<file path="config.mk">
export PLATFORM = sky130hd
export DESIGN_NAME = vmx_mem_access_processor
export DESIGN_NICKNAME = d
export VERILOG_FILES = /design/src/rtl/vmx_pkg.sv /design/src/rtl/vmx_mem_access_processor.sv
export SDC_FILE = /design/constraint.sdc
export NUM_CORES = 1
export LEC_CHECK = 0
export ABC_AREA = 1
export CORE_MARGIN = 8
export CORE_UTILIZATION = 42
export CTS_BUF_LIST = sky130_fd_sc_hd__clkbuf_2 sky130_fd_sc_hd__clkbuf_4 sky130_fd_sc_hd__clkbuf_8
export DETAILED_ROUTE_END_ITERATION = 10
export PLACE_DENSITY = 0.88
export RECOVER_POWER = 50
export SYNTH_ARGS = -nofsm -noshare
export SYNTH_HDL_FRONTEND = slang
export SYNTH_SLANG_ARGS = --single-unit
</file>
<file path="constraint.sdc">
create_clock -name clk -period 2.3 [get_ports clk]
set_input_delay 0.23 -clock clk [delete_from_list [all_inputs] [get_ports clk]]
set_output_delay 0.23 -clock clk [all_outputs]
set_load 0.01 [all_outputs]
</file>
<file path="src/rtl/vmx_pkg.sv">
// -----------------------------------------------------------------------------
// vmx_pkg
// Shared definitions for the VMX queue consumers.
//   - mac_state_t   : 2-bit state encoding of the memory access processor
//   - WORD_OFS_BITS : number of byte-offset bits inside a memory word
//   - WORD_OFS_MASK : mask selecting the byte-offset bits of an address
//   - is_misaligned : true when the byte-offset bits of an address are non-zero
// The control processor builds its queue command words from the same
// alignment constants, so both sides agree on what "word aligned" means.
// -----------------------------------------------------------------------------
package vmx_pkg;

  typedef enum logic [1:0] {
    ST_IDLE    = 2'd0,
    ST_WR_REQ  = 2'd1,
    ST_RD_REQ  = 2'd2,
    ST_RD_WAIT = 2'd3
  } mac_state_t;

  localparam int                      WORD_OFS_BITS = 2;
  localparam logic [WORD_OFS_BITS-1:0] WORD_OFS_MASK = 2'b11;

  function automatic logic is_misaligned(input logic [WORD_OFS_BITS-1:0] ofs);
    return |(ofs & WORD_OFS_MASK);
  endfunction

endpackage

</file>
<file path="src/rtl/vmx_mem_access_processor.sv">
// -----------------------------------------------------------------------------
// vmx_mem_access_processor
// Consumer end of the read/write command queues filled by the control
// processor. Read commands become single-beat memory reads whose data is
// pushed into the load FIFO feeding the PE array; write commands are paired
// with PE result words and become single-beat memory writes. When both kinds
// of work are available in the same cycle the write goes first.
//
// Ports
//   clk, rst_n                 clock, synchronous active-low reset
//   rd_fifo_instr/empty/rena   read-address queue (first-word-fall-through)
//   wr_fifo_instr/empty/rena   write-address queue (FWFT)
//   res_fifo_data/empty/rena   PE result queue (FWFT), supplies write data
//   ld_fifo_data/full/wren     load FIFO towards the PE array
//   mem_req_*                  memory request channel (valid/ready)
//   mem_rsp_valid/rdata        memory read response, one cycle per read
//   busy                       engine is not idle
//   err_misaligned             sticky, a popped address had byte-offset bits
//   err_spurious_rsp           sticky, a response arrived outside RD_WAIT
//   rd_done_cnt, wr_done_cnt   completed transaction counters (wrapping)
// -----------------------------------------------------------------------------
module vmx_mem_access_processor
  import vmx_pkg::*;
#(
  parameter int DATA_W = 32,
  parameter int ADDR_W = 32,
  parameter int CNT_W  = 16
) (
  input  logic              clk,
  input  logic              rst_n,

  input  logic [ADDR_W-1:0] rd_fifo_instr,
  input  logic              rd_fifo_empty,
  output logic              rd_fifo_rena,

  input  logic [ADDR_W-1:0] wr_fifo_instr,
  input  logic              wr_fifo_empty,
  output logic              wr_fifo_rena,

  input  logic [DATA_W-1:0] res_fifo_data,
  input  logic              res_fifo_empty,
  output logic              res_fifo_rena,

  output logic [DATA_W-1:0] ld_fifo_data,
  input  logic              ld_fifo_full,
  output logic              ld_fifo_wren,

  output logic              mem_req_valid,
  input  logic              mem_req_ready,
  output logic              mem_req_we,
  output logic [ADDR_W-1:0] mem_req_addr,
  output logic [DATA_W-1:0] mem_req_wdata,
  input  logic              mem_rsp_valid,
  input  logic [DATA_W-1:0] mem_rsp_rdata,

  output logic              busy,
  output logic              err_misaligned,
  output logic              err_spurious_rsp,
  output logic [CNT_W-1:0]  rd_done_cnt,
  output logic [CNT_W-1:0]  wr_done_cnt
);

  // ---------------------------------------------------------------------------
  // State and registered outputs
  // ---------------------------------------------------------------------------
  mac_state_t        r_state;
  logic              r_req_valid;
  logic              r_req_we;
  logic [ADDR_W-1:0] r_addr;
  logic [DATA_W-1:0] r_wdata;
  logic              r_busy;
  logic              r_err_misaligned;
  logic              r_err_spurious;
  logic [CNT_W-1:0]  r_rd_done_cnt;
  logic [CNT_W-1:0]  r_wr_done_cnt;

  // ---------------------------------------------------------------------------
  // Arbitration and pop decode
  // ---------------------------------------------------------------------------
  logic              w_wr_ok;
  logic              w_rd_ok;
  logic              w_idle;
  logic              w_pop_wr;
  logic              w_pop_rd;
  logic [ADDR_W-1:0] w_pop_addr;
  logic [ADDR_W-1:0] w_pop_addr_aligned;
  logic              w_rsp_accept;

  assign w_wr_ok = ~wr_fifo_empty & ~res_fifo_empty;
  // Checking ld_fifo_full before issuing reserves the load slot: nothing else
  // writes the load FIFO, so the slot is still free when the response returns.
  assign w_rd_ok = ~rd_fifo_empty & ~ld_fifo_full;

  // rst_n gates the pop strobes so nothing is consumed while reset is held.
  assign w_idle   = rst_n && (r_state == ST_IDLE);
  assign w_pop_wr = w_idle && w_wr_ok;
  assign w_pop_rd = w_idle && !w_wr_ok && w_rd_ok;

  assign w_pop_addr         = w_pop_wr ? wr_fifo_instr : rd_fifo_instr;
  assign w_pop_addr_aligned = w_pop_addr & ~ADDR_W'(WORD_OFS_MASK);

  // A response is only taken in RD_WAIT; one arriving together with the
  // request acceptance (still RD_REQ) is treated as spurious.
  assign w_rsp_accept = rst_n && (r_state == ST_RD_WAIT) && mem_rsp_valid;

  // ---------------------------------------------------------------------------
  // FSM with registered request outputs
  // ---------------------------------------------------------------------------
  always_ff @(posedge clk) begin
    if (!rst_n) begin
      r_state          <= ST_IDLE;
      r_req_valid      <= 1'b0;
      r_req_we         <= 1'b0;
      r_addr           <= '0;
      r_wdata          <= '0;
      r_busy           <= 1'b0;
      r_err_misaligned <= 1'b0;
      r_err_spurious   <= 1'b0;
      r_rd_done_cnt    <= '0;
      r_wr_done_cnt    <= '0;
    end else begin
      if (mem_rsp_valid && (r_state != ST_RD_WAIT)) begin
        r_err_spurious <= 1'b1;
      end

      if ((w_pop_wr || w_pop_rd) && is_misaligned(w_pop_addr[WORD_OFS_BITS-1:0])) begin
        r_err_misaligned <= 1'b1;
      end

      case (r_state)
        ST_IDLE: begin
          if (w_pop_wr) begin
            r_addr      <= w_pop_addr_aligned;
            r_wdata     <= res_fifo_data;
            r_req_valid <= 1'b1;
            r_req_we    <= 1'b1;
            r_busy      <= 1'b1;
            r_state     <= ST_WR_REQ;
          end else if (w_pop_rd) begin
            r_addr      <= w_pop_addr_aligned;
            r_req_valid <= 1'b1;
            r_req_we    <= 1'b0;
            r_busy      <= 1'b1;
            r_state     <= ST_RD_REQ;
          end
        end

        ST_WR_REQ: begin
          // Address and data stay registered until the memory accepts them.
          if (mem_req_ready) begin
            r_wr_done_cnt <= r_wr_done_cnt + CNT_W'(1);
            r_req_valid   <= 1'b0;
            r_req_we      <= 1'b0;
            r_busy        <= 1'b0;
            r_state       <= ST_IDLE;
          end
        end

        ST_RD_REQ: begin
          if (mem_req_ready) begin
            r_req_valid <= 1'b0;
            r_state     <= ST_RD_WAIT;
          end
        end

        ST_RD_WAIT: begin
          if (mem_rsp_valid) begin
            r_rd_done_cnt <= r_rd_done_cnt + CNT_W'(1);
            r_busy        <= 1'b0;
            r_state       <= ST_IDLE;
          end
        end

        default: begin
          r_req_valid <= 1'b0;
          r_req_we    <= 1'b0;
          r_busy      <= 1'b0;
          r_state     <= ST_IDLE;
        end
      endcase
    end
  end

  // ---------------------------------------------------------------------------
  // Outputs
  // ---------------------------------------------------------------------------
  assign wr_fifo_rena  = w_pop_wr;
  assign res_fifo_rena = w_pop_wr;
  assign rd_fifo_rena  = w_pop_rd;

  // Read data is forwarded straight from the memory in the response cycle.
  assign ld_fifo_wren = w_rsp_accept;
  assign ld_fifo_data = w_rsp_accept ? mem_rsp_rdata : '0;

  assign mem_req_valid = r_req_valid;
  assign mem_req_we    = r_req_we;
  assign mem_req_addr  = r_addr;
  assign mem_req_wdata = r_wdata;

  assign busy             = r_busy;
  assign err_misaligned   = r_err_misaligned;
  assign err_spurious_rsp = r_err_spurious;
  assign rd_done_cnt      = r_rd_done_cnt;
  assign wr_done_cnt      = r_wr_done_cnt;

endmodule

</file>
* Word level (Yosys, flattened, before mapping) *
Index checks and enable logic that the tools add are counted.

storage, ports and cells
  flip-flop bits (word level) = 103
  input bits = 136
  output and inout port bits = 137
  word-level logic and storage cells = 71

operators by class
  $add $sub $neg = 2
  equality and inequality tests = 9
  mux-type cells = 19
  bitwise gates (word level) = 6
  reduce and logical (&&, ||, !) cells = 25

operators by type and width
  operator                                               count
  2-to-1 mux 32 bit                                      4
  adder 16 x 1 -> 16 bit, second input constant          2
  2-to-1 mux 2 bit                                       5
  logical AND 1 bit                                      8
  inequality test 2 bit, second input constant           4
  case mux 2 bit (4 select lines)                        1
  AND reduction 2 bit                                    4
  AND reduction 4 bit                                    2
  2-to-1 mux 1 bit                                       6
  AND reduction 3 bit                                    2
  nonzero test 2 bit                                     3
  == test 2 bit, second input constant                   2
  inverter 1 bit                                         4
  case mux 1 bit (2 select lines)                        2
  OR reduction 2 bit                                     2
  inequality test 3 bit, second input constant           1
  case mux 1 bit (3 select lines)                        1
  nonzero test 3 bit                                     1
  AND 1 bit                                              2
  == test 2 x 1 -> 1 bit, second input constant          1
  logical NOT 2 bit                                      1
  inequality test 2 x 1 -> 1 bit, second input constant  1
  logical NOT 1 bit                                      1
  logical OR 1 bit                                       1

* Longest topological paths before layout *
Gate-level depths: netlist of the first run.

  depth in word-level cells = 8
  depth in mapped cells = 11
  depth with buffers taken out = 10

* Worst setup path before layout of the first run *
No wires, ideal clock.

  kind = register to output
  start point = register r_state[1]
  end point = output port ld_fifo_data[10]
  data arrival time = 1.414 ns
  data required time = 2.070 ns
  slack = 0.656 ns
  stages on the path, launching flop included = 7
  path buffers = 1
  path through = dfxtp_1 ha_1 nand2_2 nor2_1 inv_1 clkbuf_1 nor2_1

on the way
  cells in the longest elaborated chain, start to end = 4

ends and longest elaborated chain
  item                             RTL line                         text
  start, declared                  vmx_mem_access_processor.sv:66   mac_state_t r_state;
  start signal, assigned           vmx_mem_access_processor.sv:111  r_state <= ST_IDLE;
  start signal, assigned           vmx_mem_access_processor.sv:138  r_state <= ST_WR_REQ;
  start signal, assigned           vmx_mem_access_processor.sv:144  r_state <= ST_RD_REQ;
  == test 2 bit                    vmx_mem_access_processor.sv:104  assign w_rsp_accept = rst_n && (r_state == ST_RD_WAIT) && mem_rsp_valid;
  logical AND 1 bit (2 in series)  vmx_mem_access_processor.sv:104
  net ld_fifo_wren                 vmx_mem_access_processor.sv:46   output logic ld_fifo_wren,
  2-to-1 mux 32 bit                vmx_mem_access_processor.sv:193  assign ld_fifo_data = w_rsp_accept ? mem_rsp_rdata : '0;
  end, declared                    vmx_mem_access_processor.sv:44   output logic [DATA_W-1:0] ld_fifo_data,

The timed path passes the listed nets, and every way through them passes these cells.

* Final worst setup path of the first run *
  start point = register r_state[0]
  end point = output port res_fifo_rena

on the way
  cells in the longest elaborated chain, start to end = 3

ends and longest elaborated chain
  item               RTL line                        text
  logical NOT 2 bit  vmx_mem_access_processor.sv:95  assign w_idle = rst_n && (r_state == ST_IDLE);
  logical AND 1 bit  vmx_mem_access_processor.sv:95
  logical AND 1 bit  vmx_mem_access_processor.sv:96  assign w_pop_wr = w_idle && w_wr_ok;
  end, declared      vmx_mem_access_processor.sv:42  output logic res_fifo_rena,

No other way between the ends.

==> flow_summary_export.csv, run 1 <==
group,metric,value,unit
sta,slew_headroom,61.23,%
cts,cts_made_buffers,9,
floorplan,initial_core_util,43.19,%
placement,dp_hpwl,12660,um
sta,finClkSkew,16.96,ps
sta,fin_crit_sh,95.27,%
cts,clock_path_buffers,2,
yosys,ys_warn_count,0,
grt,grt_max_degree,63,
detailed_routing,drtPass1Iterations,4,
critical_path,worst-setup-path-type,"reg -> out",
sta,timing.fmax,456.4,MHz
floorplan,core,10840,um2
final_layout,syn2layout_area_growth,65.26,%
pwr,leakage,4.100,nW
detailed_routing,antenna_left,0,
yosys,synth_top_area_share,43.19,%
grt,grt.total_usage,20.50,%
critical_path,cpMaxStageDelayCell,"clkdlybuf4s50_1",
placement,port_buffers,270,
yosys,synth_area_per_cell,6.865,um2
final_layout,antenna_cells,0,
sta,worst_pin_slew,579.5,ps
grt,grt_pass1_vias,4940,
cts,root_buffer,"clkbuf_8",
detailed_routing,wl_per_cell,14.84,um
cts,clk_latency,360,ps
run,max-cap-violations,0,
cts,clock-sinks,101,
pwr,ir_worst_vdd,0.3957,mV
floorplan,row_count,38,
yosys,ys_seq_elements,101,
cts,htree_levels,3,
hold_path,min_path_type,"in -> reg",
yosys,synth_cell_types,33,
yosys,synth_area_leaders,"dfxtp_1 43%, nand2_1 15%, nor2_1 6.7%",
critical_path,crit_path_max_fanout,5,
grt,grt_overflow,0,
outcome,outcome,"finished, final reports clean",
placement,gp_congestion,0.8216,
yosys,synthCells,682,
sta,setup_viol,0,
sta,rsz0062_at_grt,"false",
floorplan,die_area,14780,um2
final_layout,final_common_cell,"nand2_1",
cts,cts_tree,"yes",
pwr,finalPower,4.617,mW
critical_path,arrival,1960,ps
final_layout,fin_nets,1082,
sta,finalHoldViolCount,0,
sta,setup_tns,0,ps
floorplan,die_w,121.6,um
critical_path,crit_chain,"inv_1, ha_2, nand2_2, inv_4, nand2_8, clkinv_2, clkdlybuf4s50_1",
final_layout,final_cell_mix,"189 x nand2_1, 146 x clkdlybuf4s50_1, 99 x dfxtp_1",
detailed_routing,num_vias,5195,
critical_path,end_kind,"output port",
floorplan,ios,273,
yosys,ys_seq_area_share,43.19,%
cts,clk_pin_slew,110,ps
detailed_routing,viasPerCell,4.797,
sta,fin_crit,2191,ps
critical_path,cp.required,2070,ps
detailed_routing,drc,0,
sta,slew_viol_final,0,
grt,grt_pass1_wl,24430,um
detailed_routing,finalWirelength,16070,um
placement,dp.cells,1067,
final_layout,stdcell_count,1083,
detailed_routing,dr.first_iter.drc_count,234,
floorplan,dieHeight,121.6,um
yosys,synthesis.area,4682,um2
final_layout,drive_above_1_share,4.560,%
critical_path,slowest_delay,550,ps
critical_path,start_kind,"register",
yosys,yosys.area.top_type,"dfxtp_1",
pwr,p_per_area,596.7,nW/um2
grt,antenna_found_initial,0,
-- where the power goes --
| part | internal (mW) | total (mW) | switching (mW) |
|---|---|---|---|
| clock network | 0.556 | 1.21 | 0.657 |
| registers | 1.95 | 2.05 | 0.0994 |
| logic | 0.681 | 1.36 | 0.676 |
| total | 3.18 | 4.62 | 1.43 |
-- registers in the layout, indices dropped and copies added (netlist names) --
register	count
mem_req_wdata	32
mem_req_addr	30
rd_done_cnt	16
wr_done_cnt	16
r_state	2
busy	1
err_misaligned	1
err_spurious_rsp	1
mem_req_valid	1
mem_req_we	1
-- what timing repair did --
action	CTS	global route
hold buffers	0	0
endpoints found under the setup margin	33	30
pin swaps	0	0
setup buffers	0	0
resized for setup	7	32
-- cells in the mapped netlist --
library cell	n
nand2_1	188
dfxtp_1	101
nor2_1	83
inv_1	81
nand3_1	47
a31oi_1	32
o21ai_0	32
a21oi_1	22
buf_2	14
o21ai_1	14
clkbuf_1	13
buf_4	8
ha_1	8
nand4_1	8
nor3_1	5
nor2_2	4
nand2_2	3
inv_2	2
nand3_2	2
nor3b_1	2
a211oi_1	1
buf_6	1
clkinv_2	1
conb_1	1
inv_4	1
nand2_4	1
nand2_8	1
nand3_4	1
nand3b_1	1
nor2_4	1
o21a_1	1
o21bai_1	1
or2_2	1
-- final timing paths --
path                                start                       endpoint  slack [ps]  cells after the start
setup / recovery  r_state[0]$_SDFFE_PN0P_                  res_fifo_rena         110                      7
hold / removal           res_fifo_data[8]  mem_req_wdata[8]$_SDFFE_PN0P_         400                      3
setup reg to reg  r_state[0]$_SDFFE_PN0P_        r_state[0]$_SDFFE_PN0P_         420                     11
hold reg to reg   mem_req_we$_SDFFE_PN0P_        mem_req_we$_SDFFE_PN0P_         450                      2
-- metal layers --
metal	share of wire (%)	GRT usage, %	vias up	wire [um]
li1	-	-	2656	-
met1	38	20.57	2316	6178
met2	50	37.34	205	7994
met3	10	9.255	18	1653
met4	1.5	6.014	0	247
met5	0	0	-	0
-- cell families after synthesis --
family	synth area share, %
buffers and inverters	10.96
DFF	43.19
AOI/OAI and AO/OA	12.03
and+or+nand+nor	31.61
other	0.08009
adders and majority gates	2.138
-- layout make-up --
type	instances	area, um2
multi-input cells	461	2133
inverters	85	322.8
repair buffers	280	2865
fillers	874	3103
clock buffers	10	137.6
well taps	140	175.2
clock inverters	6	78.83
flip-flops and latches	101	2024
-- critical path: cells and delay by family (launching register included) --
family	cells	cell delay, ps
flops	1	340
fa+ha+maj	1	260
buf+inv	4	880
simple gates	2	140
-- per-stage QoR --
| step | setup slack, ps | util [%] | cell area (um2) | hold slack (ps) |
|---|---|---|---|---|
| 6_report | 108.8 | 71.38 | 7737 | 395.5 |
| 5_1_grt | 4.129 | 71.38 | 7737 | 381.5 |
| 4_1_cts | 5.411 | 70.91 | 7687 | 374.3 |
| 3_5_place_dp | 121.4 | 68.89 | 7468 | 442.0 |
| 3_3_place_gp | 181.1 | 68.89 | 7468 | 431.0 |
| 2_1_floorplan | 656.2 | - | 4686 | 340.5 |
Note: power is estimated with default switching activity, not from simulation.
==> run 2: changes to the inputs <==
ABC_AREA = not set   (was 1)
PLACE_DENSITY = 0.95   (was 0.88)
==> run 2 against run 1 <==
Register-to-register slack worse by 210 ps. Die area down 2.5%. Final area is 1.6% lower. Sequential share of layout area up 0.43 points. Combinational power rose by 19%. Wire length up 2.9%. Clock skew is 1.6 ps lower. Fmax up 0.20%. Core utilization decreased by 0.21 points. Via count decreased by 6.9%. First-iteration DRC count fell by 9.8%. Sequential power increased by 2%.
==> flow_summary_export.csv, run 2 <==
group,metric,value,unit
outcome,outcome,"finished, final reports clean",
yosys,synthCells,538,
floorplan,initial_core_util,42.51,%
yosys,muxShareOfSynthArea,7.483,%
detailed_routing,wl_per_cell,17.63,um
cts,clk_pin_slew,110,ps
grt,grt_overflow,0,
yosys,ys_seq_elements,101,
sta,setup_tns,0,ps
yosys,synth_area_per_cell,8.454,um2
detailed_routing,drc,0,
cts,root_buffer,"clkbuf_8",
yosys,synthSimpleGateAreaFrac,23.44,%
yosys,synth_top_family_by_area,"simple AND/OR/NAND/NOR gates",
final_layout,final_common_cell,"clkdlybuf4s50_1",
cts,ctsHoldBuffers,0,
placement,gp_congestion,0.8631,
detailed_routing,viasPerCell,5.156,
final_layout,n_fill_cell,772,
floorplan,core,10700,um2
sta,fin_crit,2187,ps
final_layout,fin_nets,937,
yosys,yosys.area.top_type,"dfxtp_1",
floorplan,die_area,14410,um2
detailed_routing,dr.first_iter.drc_count,211,
floorplan,ios,273,
yosys,ys_warn_count,0,
sta,finalHoldViolCount,0,
yosys,synth_edf_count,0,
detailed_routing,drtPass1Iterations,5,
final_layout,fin_util,71.17,%
final_layout,antenna_cells,0,
yosys,synth_top_area_share,44.46,%
placement,port_buffers,270,
critical_path,cp.required,2070,ps
critical_path,reg2regPathDepth,6,
final_layout,final_cell_area,7614,um2
cts,clock_path_buffers,2,
yosys,synth_common_cells,"101 x dfxtp_1, 88 x nand2_1, 55 x nor2_1",
critical_path,crit_path_max_fanout,33,
critical_path,start_kind,"register",
grt,grt_max_degree,62,
yosys,ys_seq_area_share,44.46,%
pwr,ir_worst_vdd,0.4161,mV
hold_path,hold_depth,3,
grt,grt.total_usage,22.09,%
sta,finClkSkew,15.34,ps
cts,cts_setup_buffers,0,
run,max-cap-violations,0,
cts,cts_made_buffers,9,
yosys,yosysMostFrequentCell,"dfxtp_1",
grt,grt_pass1_wl,25860,um
cts,htree_levels,3,
critical_path,worst-setup-path-type,"reg -> out",
yosys,synth_area_leaders,"dfxtp_1 44%, mux2i_1 7.5%, nand2_1 7.3%",
cts,cts_tree,"yes",
grt,grt_pass1_vias,5154,
sta,timing.hold.ws,335.9,ps
sta,slew_headroom,18.96,%
final_layout,drive_above_1_share,5.013,%
yosys,synth_fa_ha_area_share,2.201,%
final_layout,largest_reg_flops,32,
detailed_routing,antenna_left,0,
yosys,async_reset_ff_share,0,%
yosys,synth_cell_types,47,
yosys,synthFlopType,"dfxtp_1",
critical_path,end_kind,"output port",
hold_path,min_path_type,"in -> reg",
yosys,synth_xor_area_share,3.274,%
sta,worst_pin_slew,1216,ps
pwr,finalPower,4.986,mW
floorplan,dieHeight,120.1,um
final_layout,multiInputGateArea,2308,um2
yosys,synth_compound_area_share,13.87,%
yosys,synthesis.area,4548,um2
final_layout,seqCellArea,2024,um2
grt,antenna_found_initial,0,
pwr,leakage,3.137,nW
pwr,p_per_area,654.9,nW/um2
sta,fin_crit_sh,95.09,%
detailed_routing,finalWirelength,16540,um
floorplan,row_count,38,
final_layout,final_cell_mix,"177 x clkdlybuf4s50_1, 99 x dfxtp_1, 88 x nand2_1",
sta,setup_viol,0,
critical_path,arrival,1960,ps
detailed_routing,num_vias,4836,
sta,slew_viol_final,0,
cts,clock-sinks,101,
cts,clk_latency,350,ps
sta,timing.fmax,457.3,MHz
floorplan,die_w,120.1,um
placement,dp_hpwl,13400,um
final_layout,syn2layout_area_growth,67.40,%
placement,dpl_cell_area,7375,um2
[run 2: changes by cell type in the layout (fill, tap and decap cells not counted), moves of 8 or more]
cell	previous run	this run
a211oi_1	1	32
a31oi_1	32	2
and2_1	0	34
clkdlybuf4s50_1	146	177
dlygate4sd3_1	90	80
dlymetal6s2s_1	29	12
inv_1	83	9
mux2i_1	0	34
nand2_1	189	88
nand3_1	48	9
nor2_1	83	55
o21ai_0	32	40
o21ai_1	14	0
xor2_1	0	10
[run 2: critical path: stages, from the launching register on]
cell,delay (ps)
dfxtp_2,370
ha_2,210
and3_4,200
buf_12,150
and2_1,140
clkdlybuf4s50_1,540
[run 2: kinds of logic after synthesis]
family	Yosys count
buffers and inverters	50
AO/OA/AOI/OAI	102
adder cells (fa/ha/maj)	8
other	1
XOR/XNOR	17
flip-flops	101
multiplexers	34
AND/OR/NAND/NOR	225
[run 2: final timing paths]
kind | start | endpoint | slack, ps
max | r_state[1]$_SDFFE_PN0P_ | ld_fifo_data[14] | 110
min | rst_n | mem_req_wdata[7]$_SDFFE_PN0P_ | 340
max reg2reg | r_state[1]$_SDFFE_PN0P_ | mem_req_addr[22]$_SDFFE_PN0P_ | 210
min reg2reg | mem_req_wdata[29]$_SDFFE_PN0P_ | mem_req_wdata[29]$_SDFFE_PN0P_ | 470
[run 2: layout make-up]
| cell class | instances | area share, % |
|---|---|---|
| clock buffer | 10 | 1.726 |
| clock inverter | 6 | 1.233 |
| inverter | 11 | 0.5423 |
| multi-input combinational | 388 | 30.32 |
| sequential | 101 | 26.59 |
| tap | 140 | 2.301 |
| timing repair buffer | 282 | 37.29 |
[run 2: what timing repair did]
item                                    4_1_cts  5_1_grt
gates resized for setup                       2       16
cloned                                        0        0
endpoints found under the setup margin       23       35
[run 2: metal layers]
| metal | vias to the layer above | GRT usage [%] | share of wire, % |
|---|---|---|---|
| li1 | 2340 | - | - |
| met1 | 2202 | 20.96 | 35 |
| met2 | 258 | 41.18 | 51 |
| met3 | 36 | 8.783 | 11 |
| met4 | 0 | 9.602 | 2.9 |
| met5 | - | 0 | 0 |
[run 2: per-stage QoR]
stage	instances	setup WS [ps]
2_1_floorplan	539	279.4
3_3_place_gp	922	332.1
3_5_place_dp	922	235.9
4_1_cts	938	2.129
5_1_grt	938	-2.444
6_report	938	113.0
[run 2: report_power, final]
| group | total, mW | switching, mW | internal, mW |
|---|---|---|---|
| clock network | 1.27 | 0.636 | 0.636 |
| logic | 1.62 | 0.788 | 0.828 |
| registers | 2.10 | 0.131 | 1.97 |
==> run 3: changes to the inputs <==
TNS_END_PERCENT = 20   (was not set)
==> run 3 against run 2 <==
Core utilization barely moved. Worst hold slack stayed put. Combinational power hardly changed. Fmax barely moved. Highest routed layer unchanged.
==> flow_summary_export.csv, run 3 (synthesis results as in run 2) <==
group,metric,value,unit
outcome,outcome,"finished, final reports clean",
final_layout,antenna_cells,0,
detailed_routing,num_vias,4836,
pwr,leakage,3.118,nW
detailed_routing,viasPerCell,5.156,
sta,timing.fmax,457.3,MHz
cts,cts_tree,"yes",
grt,grt_max_degree,62,
floorplan,core,10700,um2
sta,fin_crit,2187,ps
critical_path,path_buf_inv,2,
detailed_routing,drtPass1Iterations,5,
critical_path,worstReg2RegStart,"r_state[1]$_SDFFE_PN0P_",
grt,grt_overflow,0,
sta,finClkSkew,15.34,ps
floorplan,row_count,38,
sta,fin_crit_sh,95.09,%
floorplan,die_area,14410,um2
critical_path,worst-setup-path-type,"reg -> out",
cts,htree_levels,3,
pwr,finalPower,4.986,mW
sta,setup_tns,0,ps
grt,antenna_found_initial,0,
critical_path,end_kind,"output port",
critical_path,cpMaxStageDelayCell,"clkdlybuf4s50_1",
grt,grt.total_usage,22.09,%
final_layout,final_cell_area,7611,um2
final_layout,final_common_cell,"clkdlybuf4s50_1",
cts,root_buffer,"clkbuf_8",
grt,grt_pass1_vias,5154,
sta,setup_viol,0,
final_layout,drive_above_1_share,5.013,%
placement,dp_hpwl,13400,um
detailed_routing,drc,0,
critical_path,arrival,1960,ps
critical_path,cpLargestDelayFamily,"buffers and inverters",
sta,finalHoldViolCount,0,
critical_path,start_kind,"register",
final_layout,largest_reg_flops,32,
final_layout,syn2layout_area_growth,67.35,%
cts,clk_pin_slew,110,ps
run,max-cap-violations,0,
hold_path,min_path_type,"in -> reg",
final_layout,final_cell_mix,"178 x clkdlybuf4s50_1, 99 x dfxtp_1, 88 x nand2_1",
critical_path,cp.required,2070,ps
sta,slew_headroom,18.96,%
critical_path,crit_chain,"ha_2, and3_4, buf_12, and2_1, clkdlybuf4s50_1",
critical_path,slowest_delay,540,ps
cts,cts_made_buffers,9,
final_layout,fin_util,71.15,%
floorplan,ios,273,
detailed_routing,finalWirelength,16540,um
pwr,p_per_area,655.1,nW/um2
sta,slew_viol_final,0,
cts,clock_path_buffers,2,
floorplan,die_w,120.1,um
detailed_routing,antenna_left,0,
cts,clock-sinks,101,
final_layout,fin_nets,937,
hold_path,hold_start,"rst_n",
grt,grt_pass1_wl,25860,um
placement,dpl_cell_area,7375,um2
critical_path,crit_path_max_fanout,33,
floorplan,initial_core_util,42.51,%
floorplan,dieHeight,120.1,um
final_layout,n_fill_cell,773,
detailed_routing,dr.first_iter.drc_count,211,
critical_path,setup.worst_path.start,"r_state[1]$_SDFFE_PN0P_",
placement,gp_congestion,0.8631,
detailed_routing,wl_per_cell,17.63,um
placement,port_buffers,270,
cts,clk_latency,350,ps
sta,worst_pin_slew,1216,ps
pwr,ir_worst_vdd,0.4161,mV
## run 3: changes by cell type in the layout (fill, tap and decap cells not counted), sizes merged
cell	change
clkdlybuf4s50	+1
dlymetal6s2s	-1
## run 3: final cells by class
| type | count | area (um2) | share of cell area, % |
|---|---|---|---|
| clock buffer | 10 | 131.4 | 1.726 |
| clock inverter | 6 | 93.84 | 1.233 |
| inverter | 11 | 41.29 | 0.5425 |
| multi-input combinational | 388 | 2308 | 30.33 |
| sequential | 101 | 2024 | 26.60 |
| tap | 140 | 175.2 | 2.301 |
| timing repair buffer | 282 | 2836 | 37.27 |
## run 3: routing by layer
layer  global-route usage, %  share of wire, %  up-vias
li1                        -                 -     2340
met1                   20.96                35     2202
met2                   41.18                51      258
met3                   8.783                11       36
met4                   9.602               2.9        0
met5                       0                 0        -
## run 3: worst reg2reg max path: stages (launching register included)
cell and delay, ps:
dfxtp_2 350, inv_1 110, ha_2 240, and4bb_4 290, clkbuf_4 510, mux2i_1 180
a211oi_1 320
## run 3: through the flow
step	cells	setup WS, ps	hold slack [ps]
after floorplan	539	279.4	338.6
after global placement	922	332.1	439.4
after detailed placement	922	235.9	457.4
after CTS	938	2.129	309.7
after global routing	938	-2.444	329.3
final	938	113.0	335.9
## run 3: path summary, 6_finish.rpt
path                               endpoint  slack, ps  cells after the start
min           mem_req_wdata[7]$_SDFFE_PN0P_        340                      3
max reg2reg   mem_req_addr[22]$_SDFFE_PN0P_        210                      6
max                        ld_fifo_data[14]        110                      5
min reg2reg  mem_req_wdata[29]$_SDFFE_PN0P_        470                      2
## run 3: where the power goes
group	switching (mW)	internal (mW)
clock network	0.636	0.636
logic	0.788	0.828
registers	0.130	1.97
## run 3: what timing repair did
item                                    CTS  global route
buffers inserted                          0             0
gates resized for setup                   2            15
hold buffers                              0             0
hold endpoints to repair                  0             0
endpoints found under the setup margin   23            35
